**config.mk**
```make
export PLATFORM = sky130hd
export DESIGN_NAME = sl811_bus_ctrl
export DESIGN_NICKNAME = d
export VERILOG_FILES = /design/src/rtl/sl811_bus_ctrl.sv
export SDC_FILE = /design/constraint.sdc
export NUM_CORES = 1
export LEC_CHECK = 0
export ABC_AREA = 1
export CAP_MARGIN = 20
export CORE_ASPECT_RATIO = 0.9
export CORE_MARGIN = 2
export CORE_UTILIZATION = 48
export CTS_BUF_LIST = sky130_fd_sc_hd__clkbuf_2 sky130_fd_sc_hd__clkbuf_4 sky130_fd_sc_hd__clkbuf_8
export DETAILED_ROUTE_END_ITERATION = 6
export PLACE_DENSITY = 0.82
export SLEW_MARGIN = 10
export SYNTH_ARGS = -nofsm -noshare
export SYNTH_HDL_FRONTEND = slang
export SYNTH_SLANG_ARGS = --single-unit
```
**constraint.sdc**
```tcl
create_clock -name fclk -period 1.65 [get_ports fclk]
set_input_delay 0.2475 -clock fclk [delete_from_list [all_inputs] [get_ports fclk]]
set_output_delay 0.2475 -clock fclk [all_outputs]
set_load 0.005 [all_outputs]
```
**src/rtl/sl811_bus_ctrl.sv**
```systemverilog
// Two-port round-robin sequencer for the SL811 parallel bus: address write, then data read/write.
// Define SL811_INT_LATCH_EN to make int_pend a sticky, int_clr-cleared edge latch instead of a level.
module sl811_bus_ctrl #(
  parameter int unsigned STB_CYC = 3,
  parameter int unsigned GAP_CYC = 2
) (
  input  logic       fclk,
  input  logic       rst,
  input  logic       req0,
  input  logic       req1,
  input  logic       rnw0,
  input  logic       rnw1,
  input  logic [7:0] addr0,
  input  logic [7:0] addr1,
  input  logic [7:0] wdat0,
  input  logic [7:0] wdat1,
  output logic       ack0,
  output logic       ack1,
  output logic       done0,
  output logic       done1,
  output logic [7:0] rdata,
  input  logic       ctl_rst,
  input  logic       ctl_ms,
  input  logic       int_clr,
  output logic       int_pend,
  output logic       sl_a0,
  output logic       sl_cs_n,
  output logic       sl_rd_n,
  output logic       sl_wr_n,
  output logic [7:0] sl_d_out,
  output logic       sl_d_oe,
  input  logic [7:0] sl_d_in,
  output logic       sl_rst_n,
  output logic       sl_ms,
  input  logic       sl_intrq
);

  typedef enum logic [2:0] {IDLE, ASTB, AGAP, DSTB, DGAP} state_e;

  localparam logic [3:0] STB_LAST = 4'(STB_CYC - 1);
  localparam logic [3:0] GAP_LAST = 4'(GAP_CYC - 1);

  state_e      state_q, state_d;
  logic [3:0]  cnt_q, cnt_d;
  logic        last_q, last_d;
  logic        owner_q, owner_d;
  logic        rnw_q, rnw_d;
  logic [7:0]  addr_q, addr_d;
  logic [7:0]  wdat_q, wdat_d;
  logic        ack0_q, ack0_d, ack1_q, ack1_d;
  logic        done0_q, done0_d, done1_q, done1_d;
  logic        sel1;
  logic        cs_n_q, cs_n_d, rd_n_q, rd_n_d, wr_n_q, wr_n_d;
  logic        a0_q, a0_d, oe_q, oe_d;
  logic [7:0]  dout_q, dout_d;
  logic [7:0]  rdata_q, rdata_d;
  logic        rst_n_q, ms_q;
  logic [1:0]  sync_q;

  // Port 1 wins when it is alone, or on a tie when port 0 had the last grant.
  assign sel1 = req1 && (!req0 || !last_q);

  always_comb begin
    // NOTE: every variable gets a default before the case so no path can infer a latch.
    state_d = state_q;
    cnt_d   = cnt_q + 4'd1;
    last_d  = last_q;
    owner_d = owner_q;
    rnw_d   = rnw_q;
    addr_d  = addr_q;
    wdat_d  = wdat_q;
    ack0_d  = 1'b0;
    ack1_d  = 1'b0;
    done0_d = 1'b0;
    done1_d = 1'b0;
    case (state_q)
      IDLE: begin
        cnt_d = 4'd0;
        if (!ctl_rst && (req0 || req1)) begin
          owner_d = sel1;
          last_d  = sel1;
          rnw_d   = sel1 ? rnw1  : rnw0;
          addr_d  = sel1 ? addr1 : addr0;
          wdat_d  = sel1 ? wdat1 : wdat0;
          ack0_d  = !sel1;
          ack1_d  = sel1;
          state_d = ASTB;
        end
      end
      ASTB: if (cnt_q == STB_LAST) begin state_d = AGAP; cnt_d = 4'd0; end
      AGAP: if (cnt_q == GAP_LAST) begin state_d = DSTB; cnt_d = 4'd0; end
      DSTB: if (cnt_q == STB_LAST) begin state_d = DGAP; cnt_d = 4'd0; end
      DGAP: if (cnt_q == GAP_LAST) begin
        state_d = IDLE;
        cnt_d   = 4'd0;
        done0_d = !owner_q;
        done1_d = owner_q;
      end
      default: state_d = IDLE;
    endcase
  end

  // Bus pins are registered from the next state, so they change on the same edge as the FSM.
  always_comb begin
    cs_n_d  = !(state_d == ASTB || state_d == DSTB);
    rd_n_d  = !(state_d == DSTB && rnw_d);
    wr_n_d  = !(state_d == ASTB || (state_d == DSTB && !rnw_d));
    a0_d    = a0_q;
    dout_d  = dout_q;
    oe_d    = 1'b0;
    rdata_d = rdata_q;
    if (state_d == ASTB) begin
      a0_d   = 1'b0;
      dout_d = addr_d;
      oe_d   = 1'b1;
    end else if (state_d == DSTB) begin
      a0_d = 1'b1;
      oe_d = !rnw_d;
      if (!rnw_d) dout_d = wdat_d;
    end else if ((state_d == AGAP || state_d == DGAP) &&
                 (state_q == ASTB || state_q == DSTB)) begin
      oe_d = oe_q;  // first recovery cycle keeps the data driven for hold time
    end
    if (state_q == DSTB && cnt_q == STB_LAST && rnw_q) rdata_d = sl_d_in;
  end

  always_ff @(posedge fclk) begin
    // NOTE: sequential state uses non-blocking assignments so every flop samples pre-edge values.
    if (rst) begin
      state_q <= IDLE;
      cnt_q   <= 4'd0;
      last_q  <= 1'b1;
      owner_q <= 1'b0;
      rnw_q   <= 1'b0;
      addr_q  <= 8'h00;
      wdat_q  <= 8'h00;
      ack0_q  <= 1'b0;
      ack1_q  <= 1'b0;
      done0_q <= 1'b0;
      done1_q <= 1'b0;
      cs_n_q  <= 1'b1;
      rd_n_q  <= 1'b1;
      wr_n_q  <= 1'b1;
      a0_q    <= 1'b0;
      oe_q    <= 1'b0;
      dout_q  <= 8'h00;
      rdata_q <= 8'h00;
      rst_n_q <= 1'b0;
      ms_q    <= 1'b0;
      sync_q  <= 2'b00;
    end else begin
      state_q <= state_d;
      cnt_q   <= cnt_d;
      last_q  <= last_d;
      owner_q <= owner_d;
      rnw_q   <= rnw_d;
      addr_q  <= addr_d;
      wdat_q  <= wdat_d;
      ack0_q  <= ack0_d;
      ack1_q  <= ack1_d;
      done0_q <= done0_d;
      done1_q <= done1_d;
      cs_n_q  <= cs_n_d;
      rd_n_q  <= rd_n_d;
      wr_n_q  <= wr_n_d;
      a0_q    <= a0_d;
      oe_q    <= oe_d;
      dout_q  <= dout_d;
      rdata_q <= rdata_d;
      rst_n_q <= !ctl_rst;
      ms_q    <= ctl_ms;
      sync_q  <= {sync_q[0], sl_intrq};
    end
  end

`ifdef SL811_INT_LATCH_EN
  logic int_prev_q, int_pend_q;

  // A new edge takes priority over a simultaneous clear so no interrupt is lost.
  always_ff @(posedge fclk) begin
    if (rst) begin
      int_prev_q <= 1'b0;
      int_pend_q <= 1'b0;
    end else begin
      int_prev_q <= sync_q[1];
      if (sync_q[1] && !int_prev_q) int_pend_q <= 1'b1;
      else if (int_clr)              int_pend_q <= 1'b0;
    end
  end

  assign int_pend = int_pend_q;
`else
  logic unused_int_clr;
  assign unused_int_clr = int_clr;
  assign int_pend       = sync_q[1];
`endif

  assign ack0     = ack0_q;
  assign ack1     = ack1_q;
  assign done0    = done0_q;
  assign done1    = done1_q;
  assign rdata    = rdata_q;
  assign sl_a0    = a0_q;
  assign sl_cs_n  = cs_n_q;
  assign sl_rd_n  = rd_n_q;
  assign sl_wr_n  = wr_n_q;
  assign sl_d_out = dout_q;
  assign sl_d_oe  = oe_q;
  assign sl_rst_n = rst_n_q;
  assign sl_ms    = ms_q;

endmodule

```
Word level (Yosys, flattened, before mapping)
Index checks and enable logic that the tools add are counted.
{"block": "totals", "inputBits": 50, "ramBits": 0, "output_inout_bits": 28, "mem_count": 0, "romBits": 0, "wordCells": 93, "latch_bits": 0, "ff_bits": 55}
{"block": "classes", "order_cmp": 0, "reduce_logical": 31, "div_mod_pow": 0, "eq_ne": 12, "multipliers": 0, "n_shift": 0, "add_sub_neg": 1, "bitwise": 4, "n_mux": 24}
{"op": "8-bit 2-to-1 mux", "count": 9}
{"op": "3-bit 2-to-1 mux", "count": 5}
{"op": "3-bit case mux with 5 select lines", "count": 1}
{"op": "3-bit by 2-bit == test with 1-bit output, second input constant", "count": 4}
{"op": "4-bit case mux with 3 select lines", "count": 1}
{"op": "1-bit zero test", "count": 9}
{"op": "4-bit 2-to-1 mux", "count": 2}
{"op": "1-bit logical AND", "count": 7}
{"op": "3-bit by 1-bit == test with 1-bit output, second input constant", "count": 2}
{"op": "3-bit == test, second input constant", "count": 2}
{"op": "1-bit logical OR", "count": 6}
{"op": "1-bit 2-to-1 mux", "count": 6}
{"op": "2-bit OR reduction", "count": 3}
{"op": "3-bit OR reduction", "count": 2}
{"op": "4-bit by 1-bit adder with 4-bit output, second input constant", "count": 1}
{"op": "4-bit by 1-bit == test with 1-bit output, second input constant", "count": 1}
{"op": "4-bit by 2-bit == test with 1-bit output, second input constant", "count": 1}
{"op": "1-bit NOT", "count": 4}
{"op": "2-bit AND reduction", "count": 2}
{"op": "3-bit zero test", "count": 1}
{"op": "3-bit != test, second input constant", "count": 1}
{"op": "2-bit by 1-bit != test with 1-bit output, second input constant", "count": 1}
{"op": "2-bit nonzero test", "count": 1}

Longest topological paths before layout
Gate-level depths: netlist (run 1).
{"block": "depth", "ltp_word": 10, "depth_mapped": 11, "ltp_nobuf": 11}

Least setup slack after synthesis (run 1)
Ideal clock, no wire load.
{"block": "synth_timing", "kind": "register to register", "from": "register cnt_q[1]", "to": "register dout_q[1], in the netlist sl_d_out[1]", "setup_ns": 0.068, "period_less_slack_ns": 1.523, "arrival_ns": 1.455, "path_buffers": 0, "required_ns": 1.582, "path_slack_ns": 0.127, "path_stages_with_launch": 12, "cell_sequence": "dfxtp_1 -> inv_1 -> ha_1 -> nand2_1 -> inv_1 -> nand2_1 -> nand3_1 -> nand2_2 -> nand2_2 -> nand2_4 -> nand2_1 -> a21oi_2"}
{"block": "synth_via", "elab_chain_cells": 6, "word_cells_on_any_way": 13, "classes_between": "eq/ne: 5; mux: 6; reduce/logical: 2"}
{"element": "start, declared", "line": "44", "text": "logic [3:0] cnt_q, cnt_d;"}
{"element": "start signal, assigned", "line": "153", "text": "cnt_q <= cnt_d;"}
{"element": "4-bit by 1-bit == test with 1-bit output or 4-bit by 2-bit == test with 1-bit output (tied branches)"}
{"element": "3-bit 2-to-1 mux (on tied branches)"}
{"element": "3-bit case mux with 5 select lines *", "line": "76", "text": "case (state_q)"}
{"element": "3-bit by 1-bit == test with 1-bit output or 3-bit by 2-bit == test with 1-bit output (tied branches)", "line": "112, 116"}
{"element": "2-bit by 1-bit != test with 1-bit output (no line) or 2-bit nonzero test (tied branches)"}
{"element": "2-bit AND reduction (no line)"}
{"element": "end signal, assigned", "line": "168", "text": "dout_q <= dout_d;"}
{"element": "end, declared", "line": "55", "text": "logic [7:0] dout_q, dout_d;"}
Every way passes the cells marked *; elsewhere a longest branch is shown, timed or not.
A chain may end at the register's enable or synchronous reset.

Worst setup path in the final report (run 1)
{"block": "layout_timing", "from": "register state_q[2]", "to": "register cnt_q[2]"}
{"block": "layout_via", "elab_chain_cells": 3, "word_cells_on_any_way": 8, "classes_between": "eq/ne: 4; mux: 1; reduce/logical: 3"}
{"element": "start, declared", "line": "43", "text": "state_e state_q, state_d;"}
{"element": "start signal, assigned", "line": "152", "text": "state_q <= state_d;"}
{"element": "3-bit == test (tied with other cells)", "line": "76"}
{"element": "2-bit OR reduction (no line)"}
{"element": "4-bit case mux with 3 select lines *", "line": "76"}
Marks and branches as above.

==> impl_results.md, run 1 <==
- Status: complete, no violations
- Post-synth EDFFs: 0
- Cell variety after synth: 33
- Skew-Pair Late Insertion Delay: 320 ps
- Port buffer count: 76
- Area growth from synthesis to layout: 48.3%
- Met3 wire length: 387 um
- Worst-path maximum fanout: 5
- Mapped Cells: 356
- Vias per std cell: 4.88
- Final instance area: 3780 um2
- First-pass GRT wire length: 10000 um
- Die W: 80.8 um
- Fmax achieved: 634 MHz
- CP arrival: 1810 ps
- PD cells: 810 nW/um2
- Metal-1 WL: 2590 um
- Area contributors post-synth: dfxtp_1 (43%), nand2_1 (17%), inv_1 (5.9%)
- Initial antenna violation count: 0
- # setup viols final: 0
- Top sig layer: met4
- TritonCTS Buffers: 5
- Commonest cells post-synth: nand2_1 (116), dfxtp_1 (55), inv_1 (40)
- Placement Cell Area: 3520 um2
- Slew @ Worst Pin: 399 ps
- DR WL/cell: 12.7 um
- Fraction of layout cells with a size suffix above 1: 19.2%
- Clock slew at reported path FFs: 100 ps
- Initial Util: 49.1%
- Setup crit end kind: flip-flop
- Hold depth: 2
- Post-Syn Nets: 409
- Worst Hold Launch: sync_q[0]
- Routed Antenna Nets: 0
- DR vias: 2563
- Worst r2r dst: cnt_q[2]
- RR Startpoint: state_q[2]
- Top FF cell, synth: dfxtp_1
- Max Cap Violations: 0
- VDD IR max: 0.428 mV
- H-tree levels: 2
- Post-synth ARST share: 0%
- Final Hold Fails: 0
- Pin count of the biggest net entering global routing: 40
- Count leader, synth: nand2_1
- Final net count: 510
- Ant diodes: 0
- CP required: 1880 ps
- Vias in the first global route: 2429
- R2R setup slack: 70 ps
- P_leak: 0.00170 uW
- WL met2: 3550 um
- Pwr Total: 3070 uW
- Reg2reg path depth: 6
- Slowest stage delay, CP: 500 ps
- Clock tree buffer depth: 2
- Cts hold-fix bufs: 0
- Worst-path cell chain: buf_4 > inv_1 > o21ai_0 > o21ai_0 > and2_1 > a211oi_1
- Mean area per synthesized cell: 7.17 um2
- CTS tree: built
- Die Area: 5910 um2
- Final period util: 95.6%
- Clock Skew: 16.0 ps
- Gr ovfl total: 0
- Crit-path slowest cell: dfxtp_1
- Final worst slack: 72.3 ps
- # IOs: 78
- Final core occ: 72.9%
- Hold worst-path end: sync_q[1]
- GRT Util Overall: 21.8%
- Gpl congestion: 0.794
- Place WS: -230 ps
- Fin crit period: 1580 ps
- Die Y: 73.2 um
- Rel. slew slack: 73.4%
- Post-synth top area share: 43.2%
- Hpwl dp: 4600 um
- Root buf cell: clkbuf_8
- Yosys reg bits: 55
- Iteration-0 DRC Markers: 109
- Synthesized area: 2550 um2
- Core area: 5190 um2
- Hold Path Class: reg -> reg
- Hold WS: 415 ps
- Post-synth top area cell: dfxtp_1
- Residual DRC: 0
- Drt pass-1 iters: 4
- FP Rows: 25
- Most used cell, CP: o21ai_0
- Critical Path Start Type: flip-flop
- Max Slew Vio Count: 0
- Sink Count: 55
- Synth warn: 0
- Post-synthesis sequential area ratio: 43.2%
- Critical path class: reg -> reg
- Detailed Route WL: 6650 um
-- cells by family (layout without fill, tap and decap cells) --
logic type / Yosys count / in the layout / share of synthesized area (%)
AO/OA/AOI/OAI: 46 / 47 / 10.7
adder cells (fa/ha/maj): 3 / 3 / 1.47
flip-flops: 55 / 55 / 43.2
buffers and inverters: 52 / 151 / 8.88
AND/OR/NAND/NOR: 200 / 202 / 35.8
-- report_power, final --
group | switching, uW | leakage [uW] | internal [uW]
Sequential | 29.8 | 0.000450 | 1400
Clock | 445 | 0.0000592 | 475
Combinational | 357 | 0.00119 | 362
-- through the flow --
step,setup TNS [ps],cells
floorplan,0,356
global placement,-1990,511
detailed placement,-2650,511
CTS,0,520
global route,-145,525
finish,0,525
-- sequential cells by signal (all words and copies together), names as in the netlist --
signal	cells
ack0	1
ack1	1
addr_q	8
cnt_q	4
done0	1
done1	1
last_q	1
owner_q	1
rdata	8
rnw_q	1
sl_a0	1
sl_cs_n	1
sl_d_oe	1
sl_d_out	8
sl_ms	1
sl_rd_n	1
sl_rst_n	1
sl_wr_n	1
state_q	3
sync_q	2
wdat_q	8
-- placed cells by master (no fill, tap or decap), drive strengths merged --
master / Yosys / final
o21ai: 13 / 13
a21oi: 29 / 30
nor4b: 1 / 1
dfxtp: 55 / 55
nand2: 122 / 123
nand4: 1 / 1
nor4: 1 / 1
buf: 5 / 26
or2: 8 / 8
bufinv: 0 / 1
o22ai: 1 / 1
clkinv: 1 / 1
clkbuf: 6 / 6
nand3b: 1 / 1
nand3: 23 / 23
a211oi: 1 / 1
and2: 2 / 2
clkdlybuf4s50: 0 / 75
nor2: 38 / 39
a31oi: 1 / 1
a31o: 1 / 1
ha: 3 / 3
inv: 40 / 41
nor3: 3 / 3
dlymetal6s2s: 0 / 1
-- layer usage --
metal	vias up	global-route usage [%]
met4	0	6.78
met5	-	0
met2	84	43.3
met1	1154	22.6
li1	1312	-
met3	13	4.08
-- critical path: cells and delay by family, from the launching register on --
family,cells,cell delay (ps)
compound gates,3,510
buf+inv,2,270
simple gates,1,210
flops,1,500
-- worst max-delay path by stage --
stage                       end        from  slack [ps]
floorplan           sl_d_out[1]    cnt_q[1]         130
global placement          sl_a0        req1        -200
detailed placement  sl_d_out[0]     ctl_rst        -230
CTS                 sl_d_out[2]    cnt_q[1]          30
global route           rdata[7]    cnt_q[0]         -30
finish                 cnt_q[2]  state_q[2]          70
-- timing repair --
item / 4_1_cts / 5_1_grt
resized for setup: 5 / 22
gates cloned: 0 / 3
pin swaps: 1 / 7
setup buffers: 1 / 2
setup endpoints to repair: 17 / 18
hold endpoints to repair: 0 / 0
-- area by class of cell --
type | instances | area [um2]
clock buffer | 6 | 76.3
clock inverter | 2 | 38.8
fill | 414 | 1410
inverter | 41 | 154
multi-input combinational | 252 | 1310
sequential | 55 | 1100
tap | 67 | 83.8
timing repair buffer | 102 | 1010
(Power assumes the default switching activity.)
==> run 2, diff against run 1 <==
- SLEW_MARGIN: 10 -> 20
- clock period: 1.65 -> 1.6 ns (I/O delays scaled with it)
==> run 2 against run 1 <==
  * The run now ends with negative setup slack left
  * Wire length grew 6.2%
  * Clock power down 10%
  * Critical path depth increased by 3
  * Total power rose by 0.49%
  * Die area did not move
==> impl_results.md, run 2 (synthesized netlist as in run 1, its figures left out) <==
- Register area: 1110 um2
- Max Slew Vio Count: 0
- Final Hold Fails: 0
- Failing checks: negative setup slack
- CP required: 1820 ps
- Total net switching power: 917 uW
- Commonest non-fill, non-tap cell in the layout: nand2_1
- Gpl congestion: 0.816
- Fin crit period: 1600 ps
- Clock tree buffer depth: 2
- Skew-Pair Late Insertion Delay: 320 ps
- Drt pass-1 iters: 4
- DR vias: 2678
- Commonest non-fill, non-tap cells in the layout: nand2_1 (110), clkdlybuf4s50_1 (75), dfxtp_1 (51)
- Design internal power: 2160 uW
- Initial antenna violation count: 0
- # IOs: 78
- Initial Util: 49.1%
- Detailed Route WL: 7060 um
- Ant diodes: 0
- Core area: 5190 um2
- Vias per std cell: 5.05
- Slew @ Worst Pin: 393 ps
- Die Y: 73.2 um
- H-tree levels: 2
- FP Rows: 25
- Setup TNS: -7.97 ps
- Clock slew at reported path FFs: 110 ps
- Final period util: 100%
- Clk pwr share: 26.8%
- PD cells: 797 nW/um2
- Sw Share: 29.8%
- Multi-input gate area in the final layout: 1350 um2
- Rel. slew slack: 73.8%
- Final net count: 515
- Hold Path Class: reg -> reg
- # setup viols final: 2
- Dpl cells: 512
- GRT Util Overall: 23.4%
- Setup crit end kind: flip-flop
- Fill cells: 412
- Residual DRC: 0
- Pin count of the biggest net entering global routing: 40
- Comb pwr share: 25.2%
- Area growth from synthesis to layout: 51.5%
- DR WL/cell: 13.3 um
- TritonCTS Buffers: 5
- Port buffer count: 76
- Final core occ: 74.4%
- P_leak: 0.00172 uW
- Routed Antenna Nets: 0
- First-pass GRT wire length: 10800 um
- Hpwl dp: 4610 um
- Seq pwr share: 47.9%
- Place WS: -270 ps
- Sink Count: 55
- RR Startpoint: cnt_q[3]
- Critical Path Start Type: flip-flop
- Die Area: 5910 um2
- Final worst slack: -4.67 ps
- Setup crit start: cnt_q[3]
- Worst Hold Launch: sync_q[0]
- Fraction of layout cells with a size suffix above 1: 20.7%
- CP arrival: 1820 ps
- Root buf cell: clkbuf_8
- Iteration-0 DRC Markers: 173
- VDD IR max: 0.514 mV
- Final instance area: 3860 um2
- Gr ovfl total: 0
- CTS tree: built
- Fmax achieved: 623 MHz
- Placement Cell Area: 3530 um2
- Max Cap Violations: 0
- Worst-path maximum fanout: 5
- Clock Skew: 9.96 ps
- Critical path class: reg -> reg
- Layout Cells excl Fill: 530
- Die W: 80.8 um
- Vias in the first global route: 2550
- Status: complete, but fails checks
[run 2: changes by cell type in the layout (fill, tap and decap cells not counted), moves of 2 or more]
| cell | change |
|---|---|
| buf_4 | +4 |
| clkinv_4 | +2 |
| nor2_4 | +4 |
| nor2_2 | -4 |
[run 2: critical path: stages (launching register included)]
cell	delay, ps
dfxtp_1	360
nor2_4	200
nand2_1	90
nand2_2	120
nand2_2	80
nor2_4	280
buf_12	150
a21oi_4	40
nand2_1	100
a21oi_2	50
[run 2: layer usage]
metal | vias up | GRT usage [%] | routed length (um)
met3 | 17 | 5.32 | 456
met1 | 1237 | 27.3 | 2820
li1 | 1326 | - | -
met4 | 0 | 7.72 | 124
met5 | - | 0 | 0
met2 | 98 | 42.1 | 3660
[run 2: layout make-up]
class / count / area share [%]
inverter: 41 / 3.98
clock inverter: 3 / 0.745
multi-input combinational: 251 / 34.9
clock buffer: 5 / 1.78
tap: 67 / 2.17
sequential: 55 / 28.7
timing repair buffer: 108 / 27.8
[run 2: per-stage QoR]
stage,total power (uW),hold WS [ps]
after floorplan,1850,312
after global placement,2150,392
after detailed placement,2160,403
after CTS,2990,420
after global routing,3230,431
final,3080,415
[run 2: worst paths after layout]
path	end	slack (ps)	cells past startpoint
worst max-delay path	sl_d_out[1]	-5	9
worst min-delay path	sync_q[1]	420	2
worst max register to register	sl_d_out[1]	-5	9
worst min register to register	sync_q[1]	420	2
[run 2: repair_timing]
action / in CTS / in global routing
hold buffers: 0 / 0
cloned: 1 / 1
setup buffers: 2 / 6
endpoints found under the setup margin: 17 / 22
resized for setup: 4 / 34
pin swaps: 2 / 9
[run 2: power by group through the flow]
stage	logic, uW	clock network [uW]	registers, uW
global placement	649	0	1500
finish	777	827	1480
floorplan	346	0	1500
CTS	700	820	1470
global route	849	893	1480
detailed placement	661	0	1500
